File: src/rtl/sprite_pkg.sv
// Shared types for the sprite layer: screen geometry, pixel coordinates and 4-bit RGB.
package sprite_pkg;

  localparam int unsigned SCREEN_W = 640;
  localparam int unsigned SCREEN_H = 480;

  typedef logic [9:0] pix_coord_t;

  typedef struct packed {
    logic [3:0] r;
    logic [3:0] g;
    logic [3:0] b;
  } rgb4_t;

endpackage

File: src/rtl/sprite_anim_mapper_if.sv
// Sprite ROM and palette lookup bus; master is the mapper, slave is the ROM/palette side.
interface sprite_anim_mapper_if #(
  parameter int unsigned ADDR_W = 14
);
  logic [ADDR_W-1:0] rom_addr;
  logic [3:0]        rom_q;
  logic [3:0]        pal_index;
  logic [3:0]        pal_red;
  logic [3:0]        pal_green;
  logic [3:0]        pal_blue;

  modport master (
    output rom_addr, pal_index,
    input  rom_q, pal_red, pal_green, pal_blue
  );

  modport slave (
    input  rom_addr, pal_index,
    output rom_q, pal_red, pal_green, pal_blue
  );
endinterface

File: src/rtl/sprite_anim_ctrl.sv
// Start-of-frame detect, per-frame position/mirror latch, animation divider and frame counter.
// Optional SPRITE_MIRROR_EN adds a mirror bit latched alongside the position.
module sprite_anim_ctrl
  import sprite_pkg::*;
#(
  parameter int unsigned FRAMES    = 4,
  parameter int unsigned FRAME_DIV = 8,
  parameter int unsigned FIDX_W    = 2
) (
  input  logic              clk_i,
  input  logic              rst_n_i,
  input  pix_coord_t        draw_x_i,
  input  pix_coord_t        draw_y_i,
  input  pix_coord_t        sprite_x_i,
  input  pix_coord_t        sprite_y_i,
  input  logic              anim_en_i,
  input  logic              anim_restart_i,
`ifdef SPRITE_MIRROR_EN
  input  logic              mirror_i,
  output logic              mirror_o,
`endif
  output pix_coord_t        pos_x_o,
  output pix_coord_t        pos_y_o,
  output logic [FIDX_W-1:0] frame_idx_o
);

  localparam int unsigned DIV_W = (FRAME_DIV > 1) ? $clog2(FRAME_DIV) : 1;

  logic              at0;
  logic              sof;
  logic              at0_q;
  pix_coord_t        pos_x_q, pos_x_d;
  pix_coord_t        pos_y_q, pos_y_d;
  logic [DIV_W-1:0]  div_q, div_d;
  logic [FIDX_W-1:0] frame_q, frame_d;
`ifdef SPRITE_MIRROR_EN
  logic              mirror_q, mirror_d;
`endif

  // Origin held for several cycles still yields a single SOF pulse.
  assign at0 = (draw_x_i == '0) && (draw_y_i == '0);
  assign sof = at0 && !at0_q;

  always_comb begin
    pos_x_d = pos_x_q;
    pos_y_d = pos_y_q;
    div_d   = div_q;
    frame_d = frame_q;
`ifdef SPRITE_MIRROR_EN
    mirror_d = mirror_q;
    if (sof) mirror_d = mirror_i;
`else
`endif
    if (sof) begin
      pos_x_d = sprite_x_i;
      pos_y_d = sprite_y_i;
    end
    if (anim_restart_i) begin
      div_d   = '0;
      frame_d = '0;
    end else if (sof && anim_en_i) begin
      if (div_q == DIV_W'(FRAME_DIV - 1)) begin
        div_d   = '0;
        frame_d = (frame_q == FIDX_W'(FRAMES - 1)) ? '0 : frame_q + 1'b1;
      end else begin
        div_d = div_q + 1'b1;
      end
    end
  end

  always_ff @(posedge clk_i or negedge rst_n_i) begin
    if (!rst_n_i) begin
      at0_q    <= 1'b0;
      pos_x_q  <= '0;
      pos_y_q  <= '0;
      div_q    <= '0;
      frame_q  <= '0;
`ifdef SPRITE_MIRROR_EN
      mirror_q <= 1'b0;
`endif
    end else begin
      at0_q    <= at0;
      pos_x_q  <= pos_x_d;
      pos_y_q  <= pos_y_d;
      div_q    <= div_d;
      frame_q  <= frame_d;
`ifdef SPRITE_MIRROR_EN
      mirror_q <= mirror_d;
`endif
    end
  end

  assign pos_x_o     = pos_x_q;
  assign pos_y_o     = pos_y_q;
  assign frame_idx_o = frame_q;
`ifdef SPRITE_MIRROR_EN
  assign mirror_o    = mirror_q;
`endif

endmodule

File: src/rtl/sprite_anim_mapper.sv
// Animated, upscaled sprite layer: 3-cycle pixel pipeline from DrawX/DrawY to RGB + opaque.
// Define SPRITE_MIRROR_EN to add the horizontal mirror input.
module sprite_anim_mapper
  import sprite_pkg::*;
#(
  parameter int unsigned W          = 40,
  parameter int unsigned H          = 66,
  parameter int unsigned FRAMES     = 4,
  parameter int unsigned SCALE_SH   = 1,
  parameter int unsigned FRAME_DIV  = 8,
  parameter logic [3:0]  TRANSP_IDX = 4'd0,
  parameter int unsigned ADDR_W     = $clog2(FRAMES * W * H),
  localparam int unsigned FIDX_W    = (FRAMES > 1) ? $clog2(FRAMES) : 1
) (
  input  logic                vga_clk,
  input  logic                reset_n,
  input  pix_coord_t          DrawX,
  input  pix_coord_t          DrawY,
  input  logic                blank,
  input  pix_coord_t          SpriteX,
  input  pix_coord_t          SpriteY,
  input  logic                anim_en,
  input  logic                anim_restart,
`ifdef SPRITE_MIRROR_EN
  input  logic                mirror,
`endif
  sprite_anim_mapper_if.master mem,
  output logic [3:0]          red,
  output logic [3:0]          green,
  output logic [3:0]          blue,
  output logic                opaque,
  output logic [FIDX_W-1:0]   frame_idx
);

  localparam int unsigned WS       = W << SCALE_SH;
  localparam int unsigned HS       = H << SCALE_SH;
  localparam int unsigned FRAME_SZ = W * H;

  pix_coord_t  pos_x, pos_y;
`ifdef SPRITE_MIRROR_EN
  logic        mirror_lat;
`endif

  logic [10:0]       lx, ly;
  logic [31:0]       col, row, tex_col;
  logic              hit_d;
  logic [ADDR_W-1:0] rom_addr_q, rom_addr_d;
  logic              hit1_q, blank1_q, hit2_q;
  rgb4_t             rgb_q, rgb_d;
  logic              opaque_d, opaque_q;

  sprite_anim_ctrl #(
    .FRAMES    (FRAMES),
    .FRAME_DIV (FRAME_DIV),
    .FIDX_W    (FIDX_W)
  ) u_ctrl (
    .clk_i          (vga_clk),
    .rst_n_i        (reset_n),
    .draw_x_i       (DrawX),
    .draw_y_i       (DrawY),
    .sprite_x_i     (SpriteX),
    .sprite_y_i     (SpriteY),
    .anim_en_i      (anim_en),
    .anim_restart_i (anim_restart),
`ifdef SPRITE_MIRROR_EN
    .mirror_i       (mirror),
    .mirror_o       (mirror_lat),
`endif
    .pos_x_o        (pos_x),
    .pos_y_o        (pos_y),
    .frame_idx_o    (frame_idx)
  );

  always_comb begin
    // 11-bit difference: bit 10 set means the pixel lies left of / above the sprite.
    lx  = {1'b0, DrawX} - {1'b0, pos_x};
    ly  = {1'b0, DrawY} - {1'b0, pos_y};
    col = 32'(lx[9:0]) >> SCALE_SH;
    row = 32'(ly[9:0]) >> SCALE_SH;
`ifdef SPRITE_MIRROR_EN
    tex_col = mirror_lat ? (W - 1 - col) : col;
`else
    tex_col = col;
`endif
    hit_d = !lx[10] && !ly[10] && (32'(lx[9:0]) < WS) && (32'(ly[9:0]) < HS) && blank;
    rom_addr_d = hit_d ? ADDR_W'(32'(frame_idx) * FRAME_SZ + row * W + tex_col) : '0;

    // Palette answers combinationally from rom_q, so colour and transparency are judged together.
    opaque_d = hit2_q && (mem.rom_q != TRANSP_IDX);
    rgb_d    = '0;
    if (opaque_d) rgb_d = '{r: mem.pal_red, g: mem.pal_green, b: mem.pal_blue};
  end

  always_ff @(posedge vga_clk or negedge reset_n) begin
    if (!reset_n) begin
      rom_addr_q <= '0;
      hit1_q     <= 1'b0;
      blank1_q   <= 1'b0;
      hit2_q     <= 1'b0;
      rgb_q      <= '0;
      opaque_q   <= 1'b0;
    end else begin
      rom_addr_q <= rom_addr_d;
      hit1_q     <= hit_d;
      blank1_q   <= blank;
      hit2_q     <= hit1_q && blank1_q;
      rgb_q      <= rgb_d;
      opaque_q   <= opaque_d;
    end
  end

  assign mem.rom_addr  = rom_addr_q;
  assign mem.pal_index = mem.rom_q;
  assign red           = rgb_q.r;
  assign green         = rgb_q.g;
  assign blue          = rgb_q.b;
  assign opaque        = opaque_q;

endmodule

File: src/flat_wrapper.sv
// flat-port wrapper written by rule: the top's interface ports become plain ports
module sprite_anim_mapper_flat import sprite_pkg::*;
#(
  parameter int unsigned W          = 40,
  parameter int unsigned H          = 66,
  parameter int unsigned FRAMES     = 4,
  parameter int unsigned SCALE_SH   = 1,
  parameter int unsigned FRAME_DIV  = 8,
  parameter logic [3:0]  TRANSP_IDX = 4'd0,
  parameter int unsigned ADDR_W     = $clog2(FRAMES * W * H),
  localparam int unsigned FIDX_W    = (FRAMES > 1) ? $clog2(FRAMES) : 1
)
  (vga_clk, reset_n, DrawX, DrawY, blank, SpriteX, SpriteY, anim_en, anim_restart, red, green, blue, opaque, frame_idx, mem_rom_addr, mem_pal_index, mem_rom_q, mem_pal_red, mem_pal_green, mem_pal_blue);
  sprite_anim_mapper_if #(.ADDR_W(ADDR_W)) mem_i ();
  input  logic vga_clk;
  input  logic reset_n;
  input  pix_coord_t DrawX;
  input  pix_coord_t DrawY;
  input  logic blank;
  input  pix_coord_t SpriteX;
  input  pix_coord_t SpriteY;
  input  logic anim_en;
  input  logic anim_restart;
  output logic [3:0] red;
  output logic [3:0] green;
  output logic [3:0] blue;
  output logic opaque;
  output logic [FIDX_W-1:0] frame_idx;
  output wire logic [$bits(mem_i.rom_addr)-1:0] mem_rom_addr;
  output wire logic [$bits(mem_i.pal_index)-1:0] mem_pal_index;
  input wire logic [$bits(mem_i.rom_q)-1:0] mem_rom_q;
  input wire logic [$bits(mem_i.pal_red)-1:0] mem_pal_red;
  input wire logic [$bits(mem_i.pal_green)-1:0] mem_pal_green;
  input wire logic [$bits(mem_i.pal_blue)-1:0] mem_pal_blue;
  assign mem_rom_addr = mem_i.rom_addr;
  assign mem_pal_index = mem_i.pal_index;
  assign mem_i.rom_q = mem_rom_q;
  assign mem_i.pal_red = mem_pal_red;
  assign mem_i.pal_green = mem_pal_green;
  assign mem_i.pal_blue = mem_pal_blue;
  sprite_anim_mapper #(.W(W), .H(H), .FRAMES(FRAMES), .SCALE_SH(SCALE_SH), .FRAME_DIV(FRAME_DIV), .TRANSP_IDX(TRANSP_IDX), .ADDR_W(ADDR_W)) u_core (.vga_clk(vga_clk), .reset_n(reset_n), .DrawX(DrawX), .DrawY(DrawY), .blank(blank), .SpriteX(SpriteX), .SpriteY(SpriteY), .anim_en(anim_en), .anim_restart(anim_restart), .mem(mem_i), .red(red), .green(green), .blue(blue), .opaque(opaque), .frame_idx(frame_idx));
endmodule
File: config.mk
export PLATFORM = sky130hd
export DESIGN_NAME = sprite_anim_mapper_flat
export DESIGN_NICKNAME = d
export VERILOG_FILES = /design/src/rtl/sprite_pkg.sv /design/src/rtl/sprite_anim_mapper_if.sv /design/src/rtl/sprite_anim_ctrl.sv /design/src/rtl/sprite_anim_mapper.sv /design/src/flat_wrapper.sv
export SDC_FILE = /design/constraint.sdc
export NUM_CORES = 1
export LEC_CHECK = 0
export CAP_MARGIN = 10
export CORE_UTILIZATION = 55
export CTS_CLUSTER_DIAMETER = 200
export DETAILED_ROUTE_END_ITERATION = 10
export PLACE_DENSITY = 0.83
export SETUP_SLACK_MARGIN = 0.05
export SKIP_LAST_GASP = 1
export SLEW_MARGIN = 20
export SYNTH_ARGS = -nofsm -noshare
export SYNTH_HDL_FRONTEND = slang
export SYNTH_SLANG_ARGS = --single-unit
File: constraint.sdc
create_clock -name vga_clk -period 11.1 [get_ports vga_clk]
set_clock_uncertainty 0.15 [all_clocks]
set_input_delay 1.11 -clock vga_clk [delete_from_list [all_inputs] [get_ports vga_clk]]
set_output_delay 1.11 -clock vga_clk [all_outputs]
set_load 0.05 [all_outputs]
# [After elaboration in Yosys (flattened, before gate mapping)]
# Cells that the tools add are included.
[classes] addsub=6 mul=2 n_lt_le_gt_ge=2 eq_ne=2 muxes=9 reduce_logical=18
[ops] operator="$sub A10 B10 Y11" n=2
[ops] operator="$logic_not A10 Y1" n=2
[ops] operator="$add A14 B14 Y14" n=1
[ops] operator="$add A14 B9 Y14" n=1
[ops] operator="$mux W14" n=1
[ops] operator="$mux W12" n=1
[ops] operator="$mul A9 B3 Y11 const B" n=1
[ops] operator="$lt A10 B7 Y1 const B" n=1
[ops] operator="$lt A10 B8 Y1 const B" n=1
[ops] operator="$mul A2 B8 Y10 const B" n=1
[ops] operator="$logic_and A1 B1 Y1" n=9
[ops] operator="$mux W3" n=3
[ops] operator="$mux W2" n=4
[ops] operator="$reduce_bool A2 Y1" n=2
[ops] operator="$reduce_bool A4 Y1" n=1
[ops] operator="$add A3 B1 Y3 const B" n=1
[ops] operator="$eq A3 B3 Y1 const B" n=1
[ops] operator="$logic_not A1 Y1" n=3
[ops] operator="$add A2 B1 Y2 const B" n=1
[ops] operator="$eq A2 B2 Y1 const B" n=1
[ops] operator="$reduce_and A2 Y1" n=1
[totals] reg_bits=56 input_bits=61 out_inout_bits=33 elab_cells=52

# [Depth between registers and ports, before layout]
[logic_depth] depth_word=7 depth_mapped=22 ltp_nobuf=21

# [Modules after synthesis]
# From an unflattened synthesis, not the netlist that was laid out.
[unflattened] hier_cells=420 hier_area_um2=4144.0
[by_module_without_submodules] module="sprite_anim_mapper" instances=1 cells_each=338 area_per_inst_um2=3046.7 seq_area_each_um2=750.7
[by_module_without_submodules] module="sprite_anim_ctrl" instances=1 cells_each=82 area_per_inst_um2=1097.3 seq_area_each_um2=650.6

# [Worst setup path before layout]
# No wires, ideal clock.
[synth_timing] path_type="input -> register" from="input port DrawY[0]" to="register u_core.rom_addr_q[12] (netlist: u_core.mem.rom_addr[12])" setup_ns=0.119 t_arrival_ns=5.128 required_ns=10.831 path_slack_ns=5.703 path_stages=18 path_buffers=0 cell_sequence="nand2b_4 > fa_1 > a21o_1 > a21oi_1 > xnor2_1 > ha_1 > ha_1 > fa_1 > inv_1 > fa_1 > inv_1 > ha_1 > a21oi_1 > nor2b_1 > o21a_1 > o41a_1 > xor2_1 > and2_1"
[synth_via] elab_chain_len=7 elab_cells_between_ends=11 cone_classes="add/sub: 3; mul: 1; order compare: 1; mux: 1; reduce/logical: 5"
[synth_rtl] element="start: declaration" line_no="flat_wrapper.sv:18" source="input pix_coord_t DrawY;"
[synth_rtl] element="$sub A10 B10 Y11 *" line_no="sprite_anim_mapper.sv:77" source="ly = {1'b0, DrawY} - {1'b0, pos_y};"
[synth_rtl] element="branches (longest 5 deep; another with $add A14 B14 Y14)"
[synth_rtl] element="$mux W14 *" line_no="sprite_anim_mapper.sv:86" source="rom_addr_d = hit_d ? ADDR_W'(32'(frame_idx) * FRAME_SZ + row * W + tex_col) : '0;"
[synth_rtl] element="named net u_core.rom_addr_d[12]" line_no="sprite_anim_mapper.sv:47" source="logic [ADDR_W-1:0] rom_addr_q, rom_addr_d;"
[synth_rtl] element="end signal: assignment" line_no="sprite_anim_mapper.sv:103" source="rom_addr_q <= rom_addr_d;"
[synth_rtl] element="end: declaration" line_no="sprite_anim_mapper.sv:47"
# Mark *: on every way through the listed nets, which the timed path passes.
# A chain may end at the register's enable or synchronous reset.

# [Worst setup path in the final report]
[layout_timing] from="input port DrawY[2]" to="register u_core.rom_addr_q[12] (netlist: u_core.mem.rom_addr[12])"
# Same word-level chain as after synthesis.

==> impl_summary.txt <==
----------------------------------------------------
[Clocking]
  Number of instances resized during post-cts repair ... 0
  Worst-case clock buffer depth ... 2
  Buffer cell driving the clock tree root ... sky130_fd_sc_hd__clkbuf_8
  Post-CTS clock slew at the launch and capture registers of the worst setup and hold paths ... 0.10 ns
  Number of hold-repair buffers added at the cts stage ... 0
  CTS H-tree lvls ... 2
  Clock latency on the worst-skew pair ... 0.32 ns
  Clock buffer count from CTS ... 5
  Clock tree from TritonCTS ... done
  Total number of clock tree sinks ... 56
  Buffers inserted by post-CTS timing repair ... 0

[Place]
  Placed Instance Area ... 5066 um2
  Port Buffers ... 93
  Detail Placement HPWL ... 6992 um
  Routability congestion estimate from global placement ... 0.9106

[STA]
  Transition time at the pin with the least slew margin ... 0.6753 ns
  Tmin final ... 5.801 ns
  Fin Hold WS ... 0.3126 ns
  Setup repair after global routing missed its margin ... no
  Slew Viols, Final ... 0
  Fmax ... 172.4 MHz
  Final-layout setup total negative slack ... 0 ns
  Final number of setup-violating endpoints ... 0
  Share of the cycle needed by the critical path after routing ... 0.5226
  Relative slew slack ... 0.5498
  Total count of hold-check failures in the final report ... 0

[Power and ir drop]
  Largest voltage drop on the vdd net ... 0.00005359 V
  Leakage power total ... 2.455 nW
  PD cells ... 99.91 nW/um2
  Final Total Pwr ... 0.5173 mW

[Logic synthesis]
  Post-synth design cell area ... 4093 um2
  Synthesized area per cell ... 9.607 um2
  Synth area leader ... sky130_fd_sc_hd__dfrtp_1
  Asr flop ratio synth ... 1.000
  Top cells by area in the synthesized netlist ... sky130_fd_sc_hd__dfrtp_1 34%, sky130_fd_sc_hd__ha_1 14%, sky130_fd_sc_hd__and2_1 4.9%
  Number of warnings printed during yosys synthesis ... 0
  Count of mapped cells out of synthesis ... 426
  Number of distinct library cells after synthesis ... 59
  Post-synthesis register bit count ... 56
  Area share of the leading cell type in the synthesized netlist ... 0.3424
  Total nets after synthesis ... 541
  Number of enable-type register cells in the synthesized netlist ... 0
  Flip-flop cell with the highest count after synthesis ... sky130_fd_sc_hd__dfrtp_1
  Fraction of the yosys area taken by sequential cells ... 0.3424

[Route]
  Routed len/inst ... 14.27 um
  WL final ... 8731 um
  Pre-antenna DRT Iters ... 4
  Vias ... 3324
  Remaining design rule violation count ... 0
  Number of violations reported at the end of detailed-routing iteration 0 ... 84
  Count of nets left with antenna violations after detail routing ... 0
  Vias per cell ... 5.431

[Final layout]
  Post-route design area ... 5177 um2
  Most common cell after layout, fill and taps aside ... sky130_fd_sc_hd__clkdlybuf4s50_1
  Fill cell total of the finished layout ... 555
  Register area ... 1401 um2
  Highest-count cells in the layout ignoring fill and taps ... 92 x sky130_fd_sc_hd__clkdlybuf4s50_1, 56 x sky130_fd_sc_hd__dfrtp_1, 46 x sky130_fd_sc_hd__ha_1
  Synth-to-Final Area Change ... 26.51%
  Area of the multi-input gates ... 2476 um2
  Antenna cells ... 0
  Share of post-route cells with drive strength above 1 ... 0.04678
  Final #Nets ... 627

[Worst hold path]
  Depth of the worst hold-timing path ... 1
  Worst min-delay path class ... register to register
  WHS Endpoint ... u_core.hit2_q
  Source of the worst hold timing path ... u_core.blank1_q

[Worst setup path]
  Endpoint class of the critical path ... register
  Depth of the worst register-to-register path ... 18
  Delay of the slowest critical-path stage ... 0.56 ns
  Kind of start point of the critical path ... input port
  R2R Path End ... u_core.mem.rom_addr[12]
  Setup slack, reg-to-reg ... 6.19 ns
  Critical R2R Launch ... u_core.u_ctrl.pos_y_o[2]
  Highest-delay cell along the critical path ... sky130_fd_sc_hd__fa_1
  Maximum fanout count along the critical path ... 8
  Worst-path cell chain ... clkdlybuf4s50_1 > ha_1 > a21o_1 > a31oi_4 > nor3_1 > a311oi_2 > xnor2_1 > fa_1 > inv_1 > fa_1 > inv_1 > ha_1 > a21oi_1 > nor2b_1 > o21a_1 > o41a_1 > xor2_1 > and2_1
  Required time at the worst-slack endpoint ... 11.16 ns
  WP data arrival ... 5.86 ns
  Total number of cells along the worst setup path ... 18
  Largest delay share family, worst path ... adder cells
  WP buf/inv ... 3
  Worst Setup Path Type ... input port to register

[Global routing]
  Met2 GRT Util ... 0.4245
  Met3 usage ... 0.03358
  Remaining global-route overflow ... 0
  Maximum number of pins on one net before global-route repair ... 57
  Vias in the first global route ... 3213
  Global routing's busiest layer ... met2
  Antenna violations before repair ... 0
  Met1 layer usage reported by global route ... 0.2919
  First-pass GRT wire length ... 14430 um
  Global router's overall resource usage ... 0.2342

[Floorplan]
  Cell row count ... 31
  Core region area ... 7214 um2
  Initial Utilization ... 0.5673
  DIE AREA ... 7790 um2
  Top-Level Pins ... 94
  Overall die height ... 88.26 um
  Horiz. Die Dim ... 88.26 um

[Status]
  Run status ... finished, final reports clean

[Flow run]
  Max cap viols ... 0

----------------------------------------------------
==> per-stage QoR <==
stage | cells | utilization | setup WS, ns
floorplan | 426 | - | 5.703
global placement | 604 | 0.7022 | 5.104
detailed placement | 604 | 0.7022 | 5.044
CTS | 612 | 0.7177 | 5.345
global route | 612 | 0.7177 | 5.022
finish | 612 | 0.7177 | 5.299
==> flip-flops by register name, indices dropped and copies added, names as in the netlist, 2 cells and up <==
name	flops
u_core.blue	4
u_core.green	4
u_core.mem.rom_addr	14
u_core.red	4
u_core.u_ctrl.div_q	3
u_core.u_ctrl.frame_idx_o	2
u_core.u_ctrl.pos_x_o	10
u_core.u_ctrl.pos_y_o	10
==> worst max-delay path by stage <==
stage	start	end	slack, ns
global placement	DrawY[0]	u_core.mem.rom_addr[12]	5.10
finish	DrawY[2]	u_core.mem.rom_addr[12]	5.30
detailed placement	DrawY[0]	u_core.mem.rom_addr[12]	5.04
floorplan	DrawY[0]	u_core.mem.rom_addr[12]	5.70
global route	DrawY[0]	u_core.mem.rom_addr[12]	5.02
CTS	DrawY[0]	u_core.mem.rom_addr[12]	5.34
==> cell type report <==
| type | instances | share of cell area |
|---|---|---|
| inverters | 33 | 0.02392 |
| clock inverters | 3 | 0.008217 |
| clock buffers | 5 | 0.01329 |
| multi-input cells | 321 | 0.4782 |
| well taps | 99 | 0.02392 |
| repair buffers | 95 | 0.1817 |
| flip-flops and latches | 56 | 0.2707 |
==> metal layers <==
metal / up-vias / share of wire
li1: 1647 / -
met1: 1540 / 0.43
met2: 123 / 0.50
met3: 14 / 0.059
met4: 0 / 0.014
met5: - / 0
==> worst reg2reg max path, cell delays in order, from the launching register on <==
cell and delay, ns:
sky130_fd_sc_hd__dfrtp_1 0.34, sky130_fd_sc_hd__inv_1 0.05, sky130_fd_sc_hd__ha_1 0.41, sky130_fd_sc_hd__a21o_1 0.24, sky130_fd_sc_hd__a31oi_4 0.21, sky130_fd_sc_hd__nor3_1 0.10
sky130_fd_sc_hd__a311oi_2 0.54, sky130_fd_sc_hd__xnor2_1 0.22, sky130_fd_sc_hd__fa_1 0.56, sky130_fd_sc_hd__inv_1 0.05, sky130_fd_sc_hd__fa_1 0.47, sky130_fd_sc_hd__inv_1 0.04
sky130_fd_sc_hd__ha_1 0.34, sky130_fd_sc_hd__a21oi_1 0.23, sky130_fd_sc_hd__nor2b_1 0.07, sky130_fd_sc_hd__o21a_1 0.18, sky130_fd_sc_hd__o41a_1 0.33, sky130_fd_sc_hd__xor2_1 0.14
sky130_fd_sc_hd__and2_1 0.15
==> synthesized netlist by cell type (3+ instances only) <==
cell type                  number
sky130_fd_sc_hd__a21o_1        10
sky130_fd_sc_hd__a21oi_1       23
sky130_fd_sc_hd__and2_1        32
sky130_fd_sc_hd__buf_2          6
sky130_fd_sc_hd__buf_4          4
sky130_fd_sc_hd__clkbuf_1       4
sky130_fd_sc_hd__dfrtp_1       56
sky130_fd_sc_hd__fa_1           8
sky130_fd_sc_hd__ha_1          46
sky130_fd_sc_hd__inv_1         33
sky130_fd_sc_hd__mux2i_1        4
sky130_fd_sc_hd__nand2_1       26
sky130_fd_sc_hd__nand2b_1       7
sky130_fd_sc_hd__nand3_1        8
sky130_fd_sc_hd__nor2_1        20
sky130_fd_sc_hd__nor2b_1        7
sky130_fd_sc_hd__nor3_1         8
sky130_fd_sc_hd__nor3b_1        3
sky130_fd_sc_hd__nor4_1         7
sky130_fd_sc_hd__o211ai_1       3
sky130_fd_sc_hd__o21a_1         6
sky130_fd_sc_hd__o21ai_0       29
sky130_fd_sc_hd__xnor2_1       19
sky130_fd_sc_hd__xor2_1        10
==> cells by family (layout without fill, tap and decap cells) <==
kind of cell | Yosys count | after routing | share of synthesized area
fa+ha+maj | 54 | 54 | 0.1798
buf+inv | 49 | 136 | 0.05411
xor+xnor | 29 | 29 | 0.06206
simple gates | 131 | 131 | 0.1782
flops | 56 | 56 | 0.3424
mux | 6 | 6 | 0.01529
compound gates | 101 | 101 | 0.1681
==> power breakdown <==
group / switching (mW) / leakage, nW / internal (mW)
combinational: 0.0910 / 1.71 / 0.0868
clock: 0.0685 / 0.0541 / 0.0669
sequential: 0.0000364 / 0.686 / 0.204
total: 0.160 / 2.46 / 0.358
Note: power is estimated with default switching activity, not from simulation.
